--- config.mk ---
export PLATFORM = sky130hd
export DESIGN_NAME = crossroad_request_detector_flat
export DESIGN_NICKNAME = d
export VERILOG_FILES = /design/src/rtl/crossroad_request_detector_if.sv /design/src/rtl/crossroad_request_detector.sv /design/src/flat_wrapper.sv
export SDC_FILE = /design/constraint.sdc
export NUM_CORES = 1
export LEC_CHECK = 0
export ABC_AREA = 1
export CORE_UTILIZATION = 38
export DETAILED_ROUTE_END_ITERATION = 7
export PLACE_DENSITY_LB_ADDON = 0.05
export SETUP_SLACK_MARGIN = 0.1
export SLEW_MARGIN = 20
export SYNTH_ARGS = -nofsm -noshare
export SYNTH_HDL_FRONTEND = slang
export SYNTH_SLANG_ARGS = --single-unit
--- constraint.sdc ---
create_clock -name clk -period 2 [get_ports clk]
set_clock_uncertainty 0.05 [all_clocks]
set_input_delay 0.4 -clock clk [delete_from_list [all_inputs] [get_ports clk]]
set_output_delay 0.4 -clock clk [all_outputs]
set_load 0.01 [all_outputs]
--- src/rtl/crossroad_request_detector_if.sv ---
// Sensor and controller handshake bundle for the crossroad request detector.
// The master side drives the raw sensor, tick and grant; the slave side returns the conditioned status.
interface crossroad_request_detector_if;
  logic       sensor_in;
  logic       tick;
  logic       grant;
  logic       sensor_clean;
  logic       request;
  logic [2:0] pending_count;
  logic       holdoff;

  modport master (
    output sensor_in, tick, grant,
    input  sensor_clean, request, pending_count, holdoff
  );

  modport slave (
    input  sensor_in, tick, grant,
    output sensor_clean, request, pending_count, holdoff
  );
endinterface

--- src/rtl/crossroad_request_detector.sv ---
// Synchronises and debounces the crossroad sensor, counts arrivals and runs the
// request / serve / hold-off handshake with the traffic light controller.
module crossroad_request_detector #(
  parameter int unsigned DB_COUNT      = 15,
  parameter int unsigned DB_W          = 8,
  parameter int unsigned HOLDOFF_TICKS = 3
) (
  input  logic                          clk,
  input  logic                          reset,
  crossroad_request_detector_if.slave   bus
);

  typedef enum logic [1:0] {IDLE, REQ, SERVE, HOLDOFF} state_t;

  logic            sync1, sync2;
  logic [DB_W-1:0] db_cnt;
  logic            clean, clean_q;
  logic            rise;
  state_t          state;
  logic [2:0]      pend;
  logic [3:0]      ho_cnt;
  logic            request_q, holdoff_q;

  always_ff @(posedge clk) begin
    if (!reset) begin
      sync1   <= 1'b0;
      sync2   <= 1'b0;
      db_cnt  <= '0;
      clean   <= 1'b0;
      clean_q <= 1'b0;
    end else begin
      sync1   <= bus.sensor_in;
      sync2   <= sync1;
      clean_q <= clean;
      if (sync2 == clean) begin
        db_cnt <= '0;
      end else if (db_cnt == DB_W'(DB_COUNT - 1)) begin
        clean  <= sync2;
        db_cnt <= '0;
      end else begin
        db_cnt <= db_cnt + 1'b1;
      end
    end
  end

  assign rise = clean & ~clean_q;

  // The REQ->SERVE clear is written after the increment so it wins on a simultaneous rise.
  always_ff @(posedge clk) begin
    if (!reset) begin
      state     <= IDLE;
      pend      <= '0;
      ho_cnt    <= '0;
      request_q <= 1'b0;
      holdoff_q <= 1'b0;
    end else begin
      if (rise && state != SERVE && pend != 3'd7)
        pend <= pend + 3'd1;
      case (state)
        IDLE: begin
          if (rise) begin
            state     <= REQ;
            request_q <= 1'b1;
          end
        end
        REQ: begin
          if (bus.grant) begin
            state     <= SERVE;
            request_q <= 1'b0;
            pend      <= '0;
          end
        end
        SERVE: begin
          if (!bus.grant) begin
            if (HOLDOFF_TICKS != 0) begin
              state     <= HOLDOFF;
              holdoff_q <= 1'b1;
              ho_cnt    <= 4'(HOLDOFF_TICKS);
            end else if (pend != 3'd0) begin
              state     <= REQ;
              request_q <= 1'b1;
            end else begin
              state <= IDLE;
            end
          end
        end
        HOLDOFF: begin
          if (bus.tick) begin
            ho_cnt <= ho_cnt - 4'd1;
            if (ho_cnt == 4'd1) begin
              holdoff_q <= 1'b0;
              if (pend != 3'd0 || rise) begin
                state     <= REQ;
                request_q <= 1'b1;
              end else begin
                state <= IDLE;
              end
            end
          end
        end
        default: begin
          state     <= IDLE;
          request_q <= 1'b0;
          holdoff_q <= 1'b0;
        end
      endcase
    end
  end

  assign bus.sensor_clean  = clean;
  assign bus.request       = request_q;
  assign bus.pending_count = pend;
  assign bus.holdoff       = holdoff_q;

endmodule

--- src/flat_wrapper.sv ---
// flat-port wrapper written by rule: the top's interface ports become plain ports
module crossroad_request_detector_flat 
#(
  parameter int unsigned DB_COUNT      = 15,
  parameter int unsigned DB_W          = 8,
  parameter int unsigned HOLDOFF_TICKS = 3
)
  (clk, reset, bus_sensor_in, bus_tick, bus_grant, bus_sensor_clean, bus_request, bus_pending_count, bus_holdoff);
  crossroad_request_detector_if bus_i ();
  input  logic clk;
  input  logic reset;
  input wire logic [$bits(bus_i.sensor_in)-1:0] bus_sensor_in;
  input wire logic [$bits(bus_i.tick)-1:0] bus_tick;
  input wire logic [$bits(bus_i.grant)-1:0] bus_grant;
  output wire logic [$bits(bus_i.sensor_clean)-1:0] bus_sensor_clean;
  output wire logic [$bits(bus_i.request)-1:0] bus_request;
  output wire logic [$bits(bus_i.pending_count)-1:0] bus_pending_count;
  output wire logic [$bits(bus_i.holdoff)-1:0] bus_holdoff;
  assign bus_i.sensor_in = bus_sensor_in;
  assign bus_i.tick = bus_tick;
  assign bus_i.grant = bus_grant;
  assign bus_sensor_clean = bus_i.sensor_clean;
  assign bus_request = bus_i.request;
  assign bus_pending_count = bus_i.pending_count;
  assign bus_holdoff = bus_i.holdoff;
  crossroad_request_detector #(.DB_COUNT(DB_COUNT), .DB_W(DB_W), .HOLDOFF_TICKS(HOLDOFF_TICKS)) u_core (.clk(clk), .reset(reset), .bus(bus_i));
endmodule
==> results.tsv, run 1 <==
metric	value	unit
status	finished, violations left	
failing checks	DRC	
overall routing resource usage	14.3	%
ant diodes	0	
TNS Setup	0	ns
Sequential Power Share	48.3	%
Seq/Total Area, Yosys	38.8	%
Comb pwr share	33.2	%
R2R Path End	u_core.ho_cnt[3]	
critical path cell sequence	clkdlybuf4s50_1	
Final ANT Viol Nets	0	
area grow syn2layout	14.2	%
Net Switching	410	uW
grt ovf	0	
initial core utilization	41.6	%
Rel. slew slack	79.5	%
drt drc	1	
number of synthesized flops with an enable pin	0	
WP data arrival	1.33	ns
initial antenna violation count	0	
DP Worst Slack	0.265	ns
top cell type's share of synthesized area	38.8	%
max cap viols	0	
layout cell share with drive strength beyond 1	6.86	%
CTS sink count	23	
Top FF cell, synth	dfxtp_1	
port bufs	10	
first-pass GRT wire length	3720	microns
worst skew pair latency	0.31	ns
Reg-to-Reg Start	u_core.state[0]	
Clk pwr share	18.6	%
vias in the first global route	913	
CP startpoint	u_core.bus.sensor_clean	
crit path max fanout	5	
Worst Setup EP	bus_sensor_clean	
clk buf depth	2	
chip width	57.9	microns
io pins	11	
Setup CP Type	reg2out	
hold_buf cts	0	
Reg2Reg Setup Slack	0.37	ns
drt total wl	1980	microns
largest net degree at the start of global routing	14	
Worst-path clk slew	0.13	ns
Slew Limit Fails	0	
DR WL/cell	9.59	microns
GPL Wtd Cong	0.744	
fin area	0.00136	sq mm
Hold/Removal Path Class	reg2reg	
Worst VDD drop	0.376	mV
Hold Fails Final Rpt	0	
Synth Cell Area	0.00119	sq mm
Worst Path Required	1.55	ns
#FFs+latches synth	23	
Yosys top cell by area	dfxtp_1	
Startpoint Class	flip-flop	
asr flop ratio synth	0	%
Setup Buffers After CTS	0	
switching part of the total	35.3	%
largest delay contributor family on the critical path	buffers and inverters	
slowest CP cell	clkdlybuf4s50_1	
Post-CTS Resized	0	
nets	193	
Synth area leaders	dfxtp_1, ha_1, nand2_1, nor2_1, inv_1	
final core occ	47.5	%
Worst Tran Pin Value	0.307	ns
CP Capture Type	output pin	
Detailed Place HPWL	1590	microns
TritonCTS clock tree	yes	
Synth Warn #	0	
Num CTS Buffers	3	
Syn Inst Count	161	
number of library cell types mapped by synthesis	19	
crit path buf inv count	1	
pwr dens	856	mW/mm^2
Pre-antenna DRT Iters	5	
fin crit share	88.9	%
Worst R2R Path Depth	10	
syn nets	178	
H-tree depth	1	
most frequent cells after synthesis	nand2_1, nor2_1, inv_1	
clk root buf	clkbuf_4	
WP depth	1	
Syn Area/Cell	7.38	sq um
Int Power	751	uW
area post-placement	0.00133	sq mm
number of core rows	19	
Max Freq	562	MHz
DRT iter0 DRCs	49	
Via density	4.58	
Die Height	57.9	microns
Core Area	0.00285	sq mm
leak pwr	0.000645	uW
worst stage delay on the critical path	0.58	ns
RSZ-0062 raised after global routing	false	
crit path time final	1.78	ns
via count	944	
Final Setup Violations	0	
Die Area	0.00335	sq mm
setup slack after layout	0.221	ns
-- registers in the layout (all words and copies together), names as in the netlist --
register / count
u_core.sync1: 1
u_core.bus.pending_count: 3
u_core.sync2: 1
u_core.state: 2
u_core.ho_cnt: 4
u_core.db_cnt: 8
u_core.clean_q: 1
u_core.bus.sensor_clean: 1
u_core.bus.holdoff: 1
u_core.bus.request: 1
-- cell families (layout without fill, tap and decap cells) --
kind of cell | count (synthesis) | count (layout) | synth area share [%]
xor gates and xnor gates | 7 | 7 | 5.16
DFF | 23 | 23 | 38.8
buffers and inverters | 28 | 42 | 8.96
and+or+nand+nor | 73 | 73 | 26.1
adders and majority gates | 12 | 12 | 12.6
AOI/OAI and AO/OA | 18 | 18 | 8.32
-- worst register-to-register path, delay by kind of cell (launching register included) --
| kind | cells | cell delay [ns] |
|---|---|---|
| and+or+nand+nor | 6 | 0.55 |
| DFF | 1 | 0.40 |
| adders and majority gates | 1 | 0.29 |
| buffers and inverters | 2 | 0.18 |
| AOI/OAI and AO/OA | 1 | 0.08 |
-- how the worst min path moves through the flow --
stage | start | endpoint | slack [ns] | depth (start not counted)
2_1_floorplan | u_core.sync1 | u_core.sync2 | 0.34 | 2
4_1_cts | u_core.sync1 | u_core.sync2 | 0.38 | 2
3_3_place_gp | u_core.sync1 | u_core.sync2 | 0.34 | 2
3_5_place_dp | u_core.sync1 | u_core.sync2 | 0.35 | 2
5_1_grt | u_core.sync1 | u_core.sync2 | 0.40 | 2
6_report | u_core.sync1 | u_core.sync2 | 0.37 | 2
-- power groups by stage --
stage,Sequential (uW),Clock [uW],Combinational [uW]
finish,560,216,385
global route,570,251,455
CTS,562,231,391
detailed placement,572,0,389
global placement,569,0,385
floorplan,568,0,298
-- cell usage in the layout, fill, tap and decap left out, drive strengths merged --
| master | instances |
|---|---|
| o211a | 1 |
| dfxtp | 23 |
| nor3 | 1 |
| ha | 12 |
| clkdlybuf4s50 | 10 |
| xnor2 | 2 |
| xor2 | 5 |
| nand2 | 30 |
| clkbuf | 3 |
| nand3 | 12 |
| buf | 1 |
| inv | 27 |
| clkinv | 1 |
| o21ai | 8 |
| a21oi | 9 |
| nor2 | 30 |
-- through the flow --
step | std cells | hold slack [ns] | power [uW]
3_5_place_dp | 202 | 0.351 | 961
4_1_cts | 206 | 0.377 | 1180
5_1_grt | 206 | 0.396 | 1280
3_3_place_gp | 202 | 0.345 | 954
6_report | 206 | 0.373 | 1160
2_1_floorplan | 161 | 0.340 | 866
-- routing by layer --
metal  GRT usage [%]  routed length [microns]
met5               0                        0
met3            2.46                       67
met1            18.3                     1010
met4            7.14                       35
met2            23.3                      867
-- final cells by class --
| class | instances | area [sq um] |
|---|---|---|
| clock buffers | 3 | 22.5 |
| clock inverters | 1 | 5.00 |
| fillers | 305 | 1500 |
| inverters | 27 | 101 |
| multi-input cells | 110 | 621 |
| flip-flops and latches | 23 | 460 |
| well taps | 31 | 38.8 |
| repair buffers | 11 | 108 |
Note: power is estimated with default switching activity, not from simulation.
==> inputs of run 2 (changes only) <==
- TNS_END_PERCENT: default -> 10
==> results of run 2 <==
Final layout, timing and power as in run 1 (identical DEF).
==> inputs of run 3 (changes only) <==
- ABC_AREA: 1 -> default
==> run 3 against run 2 <==
The flow now finishes without violations. Hold slack improved by 0.026 ns. First-iteration DRC count decreased by 69%. Design area decreased by 2.0%. Setup slack about the same. Core utilization decreased by 0.18 points. Die area decreased by 3.2%. Sequential share of layout area increased by 0.70 points. Global-route usage increased by 0.20 points. Register-to-register slack got worse by 0.15 ns. Combinational power decreased by 80%. Non-clock buffer count increased by 3. Critical path depth increased by 5. Critical path type is now reg2reg. Largest cell class unchanged.
==> results.tsv, run 3 <==
metric	value	unit	change
status	completed		
fin crit share	88.9	%	about the same
number of synthesized flops with an enable pin	0		unchanged
Worst VDD drop	0.461	mV	+22%
Hold/Removal Path Class	reg2reg		
Sequential Power Share	62.5	%	+14 points
drt drc	0		-1
#FFs+latches synth	23		unchanged
crit path time final	1.78	ns	-0.000389 ns
first-pass GRT wire length	3680	microns	-0.94%
most frequent cells after synthesis	dfxtp_1, nor2_1, ha_1		
Synth Warn #	0		unchanged
clk buf depth	2		unchanged
Die Area	0.00325	sq mm	-3.2%
layout cell share with drive strength beyond 1	7.86	%	+1.0 points
nets	158		-18%
most common cell in the synthesized netlist	dfxtp_1		
worst skew pair latency	0.30	ns	about the same
Pre-antenna DRT Iters	4		-1
Syn Area/Cell	9.26	sq um	+26%
area grow syn2layout	15.7	%	
TritonCTS clock tree	yes		
CTS sink count	23		unchanged
DP Worst Slack	0.0573	ns	-0.207 ns
vias in the first global route	832		-8.9%
overall routing resource usage	14.5	%	+0.20 points
Num CTS Buffers	3		unchanged
top cell type's share of synthesized area	40.1	%	+1.3 points
max cap viols	0		unchanged
Die Height	57.0	microns	-1.6%
Clk pwr share	27.6	%	+9.0 points
Hold Fails Final Rpt	0		unchanged
Yosys top cell by area	dfxtp_1		
hold slack	0.399	ns	+0.0257 ns
TNS Setup	0	ns	unchanged
ant diodes	0		unchanged
most common cell after layout, fill and taps aside	dfxtp_1		
DRT iter0 DRCs	15		-69%
DR WL/cell	11.5	microns	+20%
Worst Tran Pin Value	0.570	ns	+0.263 ns
initial antenna violation count	0		unchanged
Worst Path Required	2.16	ns	+0.61 ns
Synth area leaders	dfxtp_1, ha_1, xor2_1, nor2_1, mux2i_1		
Seq/Total Area, Yosys	40.1	%	+1.3 points
Worst-path clk slew	0.12	ns	about the same
clk root buf	clkbuf_4		
Syn Inst Count	124		-23%
CP Capture Type	flip-flop		
Slew Limit Fails	0		unchanged
Post-CTS Resized	0		unchanged
Max Freq	562	MHz	about the same
Rel. slew slack	61.7	%	-18 points
max reg flops	8		unchanged
via count	837		-11%
hold_buf cts	0		unchanged
io pins	11		unchanged
Setup CP Type	reg2reg		
pwr dens	574	mW/mm^2	-33%
Net Switching	177	uW	-57%
initial core utilization	40.9	%	-0.68 points
number of core rows	19		unchanged
Top reg by flops	u_core.db_cnt		
Core Area	0.00281	sq mm	-1.7%
Final ANT Viol Nets	0		unchanged
drt total wl	1970	microns	-0.35%
Final Setup Violations	0		unchanged
Setup Buffers After CTS	0		unchanged
GPL Wtd Cong	0.704		-5.4%
crit path max fanout	4		-1
setup slack after layout	0.222	ns	+0.000389 ns
RSZ-0062 raised after global routing	false		
asr flop ratio synth	0	%	unchanged
H-tree depth	1		unchanged
Comb pwr share	9.9	%	-23 points
final core occ	47.4	%	-0.18 points
Int Power	586	uW	-22%
Synth Cell Area	0.00115	sq mm	-3.3%
Startpoint Class	flip-flop		
number of library cell types mapped by synthesis	31		+12
chip width	57.0	microns	-1.6%
switching part of the total	23.2	%	-12 points
port bufs	10		unchanged
Top FF cell, synth	dfxtp_1		
filler cell count in the final layout	299		-2.0%
largest net degree at the start of global routing	13		-1
Detailed Place HPWL	1490	microns	-6.2%
most frequent cells in the layout	dfxtp_1, nor2_1, ha_1		
syn nets	141		-21%
grt ovf	0		unchanged
leak pwr	0.000564	uW	-13%
WP data arrival	1.94	ns	+0.61 ns
Via density	4.89		+6.8%
run 3: final cells by class:
class,instances,area (sq um),share of cell area (%)
multi-input cells,89,636,47.8
flip-flops and latches,23,460,34.7
repair buffers,14,130,9.79
well taps,31,38.8,2.92
inverters,10,37.5,2.82
clock buffers,4,26.3,1.98
run 3: routing by layer:
metal,share of wire [%],up-vias,GRT usage (%)
met5,0,-,0
met4,0.86,0,4.18
met3,4.1,2,4.76
met2,46,10,25.0
met1,49,376,17.3
li1,-,449,-
run 3: worst paths after layout:
path / start / to / slack [ns] / cells past startpoint
worst max-delay path: u_core.state[1] / u_core.bus.request / 0.22 / 6
worst min-delay path: u_core.sync1 / u_core.sync2 / 0.40 / 1
worst max register to register: u_core.state[1] / u_core.bus.request / 0.22 / 6
worst min register to register: u_core.sync1 / u_core.sync2 / 0.40 / 1
run 3: cell families (layout without fill, tap and decap cells):
kind of cell	Yosys count	count (layout)	share of synthesized area, %
and+or+nand+nor	52	52	23.1
xor gates and xnor gates	10	10	7.63
AOI/OAI and AO/OA	10	10	7.19
DFF	23	23	40.1
muxes	5	5	4.36
buffers and inverters	12	28	4.58
adders and majority gates	12	12	13.1
run 3: critical path, stage by stage, from the launching register on:
cell and delay [ns]:
dfxtp_1 0.40, inv_1 0.10, ha_1 0.23, a222oi_1 0.43, buf_4 0.19, nand4_1 0.08, and3_1 0.20
run 3: through the flow:
stage | power (uW) | instances | instance area [sq um]
after floorplan | 527 | 124 | 1150
after global placement | 556 | 166 | 1290
after detailed placement | 557 | 166 | 1290
after CTS | 773 | 170 | 1320
after global routing | 809 | 171 | 1330
final | 762 | 171 | 1330
run 3: power by group through the flow:
stage	clock (uW)	sequential [uW]	combinational (uW)
after floorplan	0	486	41.0
after global placement	0	487	68.7
after detailed placement	0	486	70.9
after CTS	226	477	71.0
after global routing	248	478	82.9
final	211	476	75.1
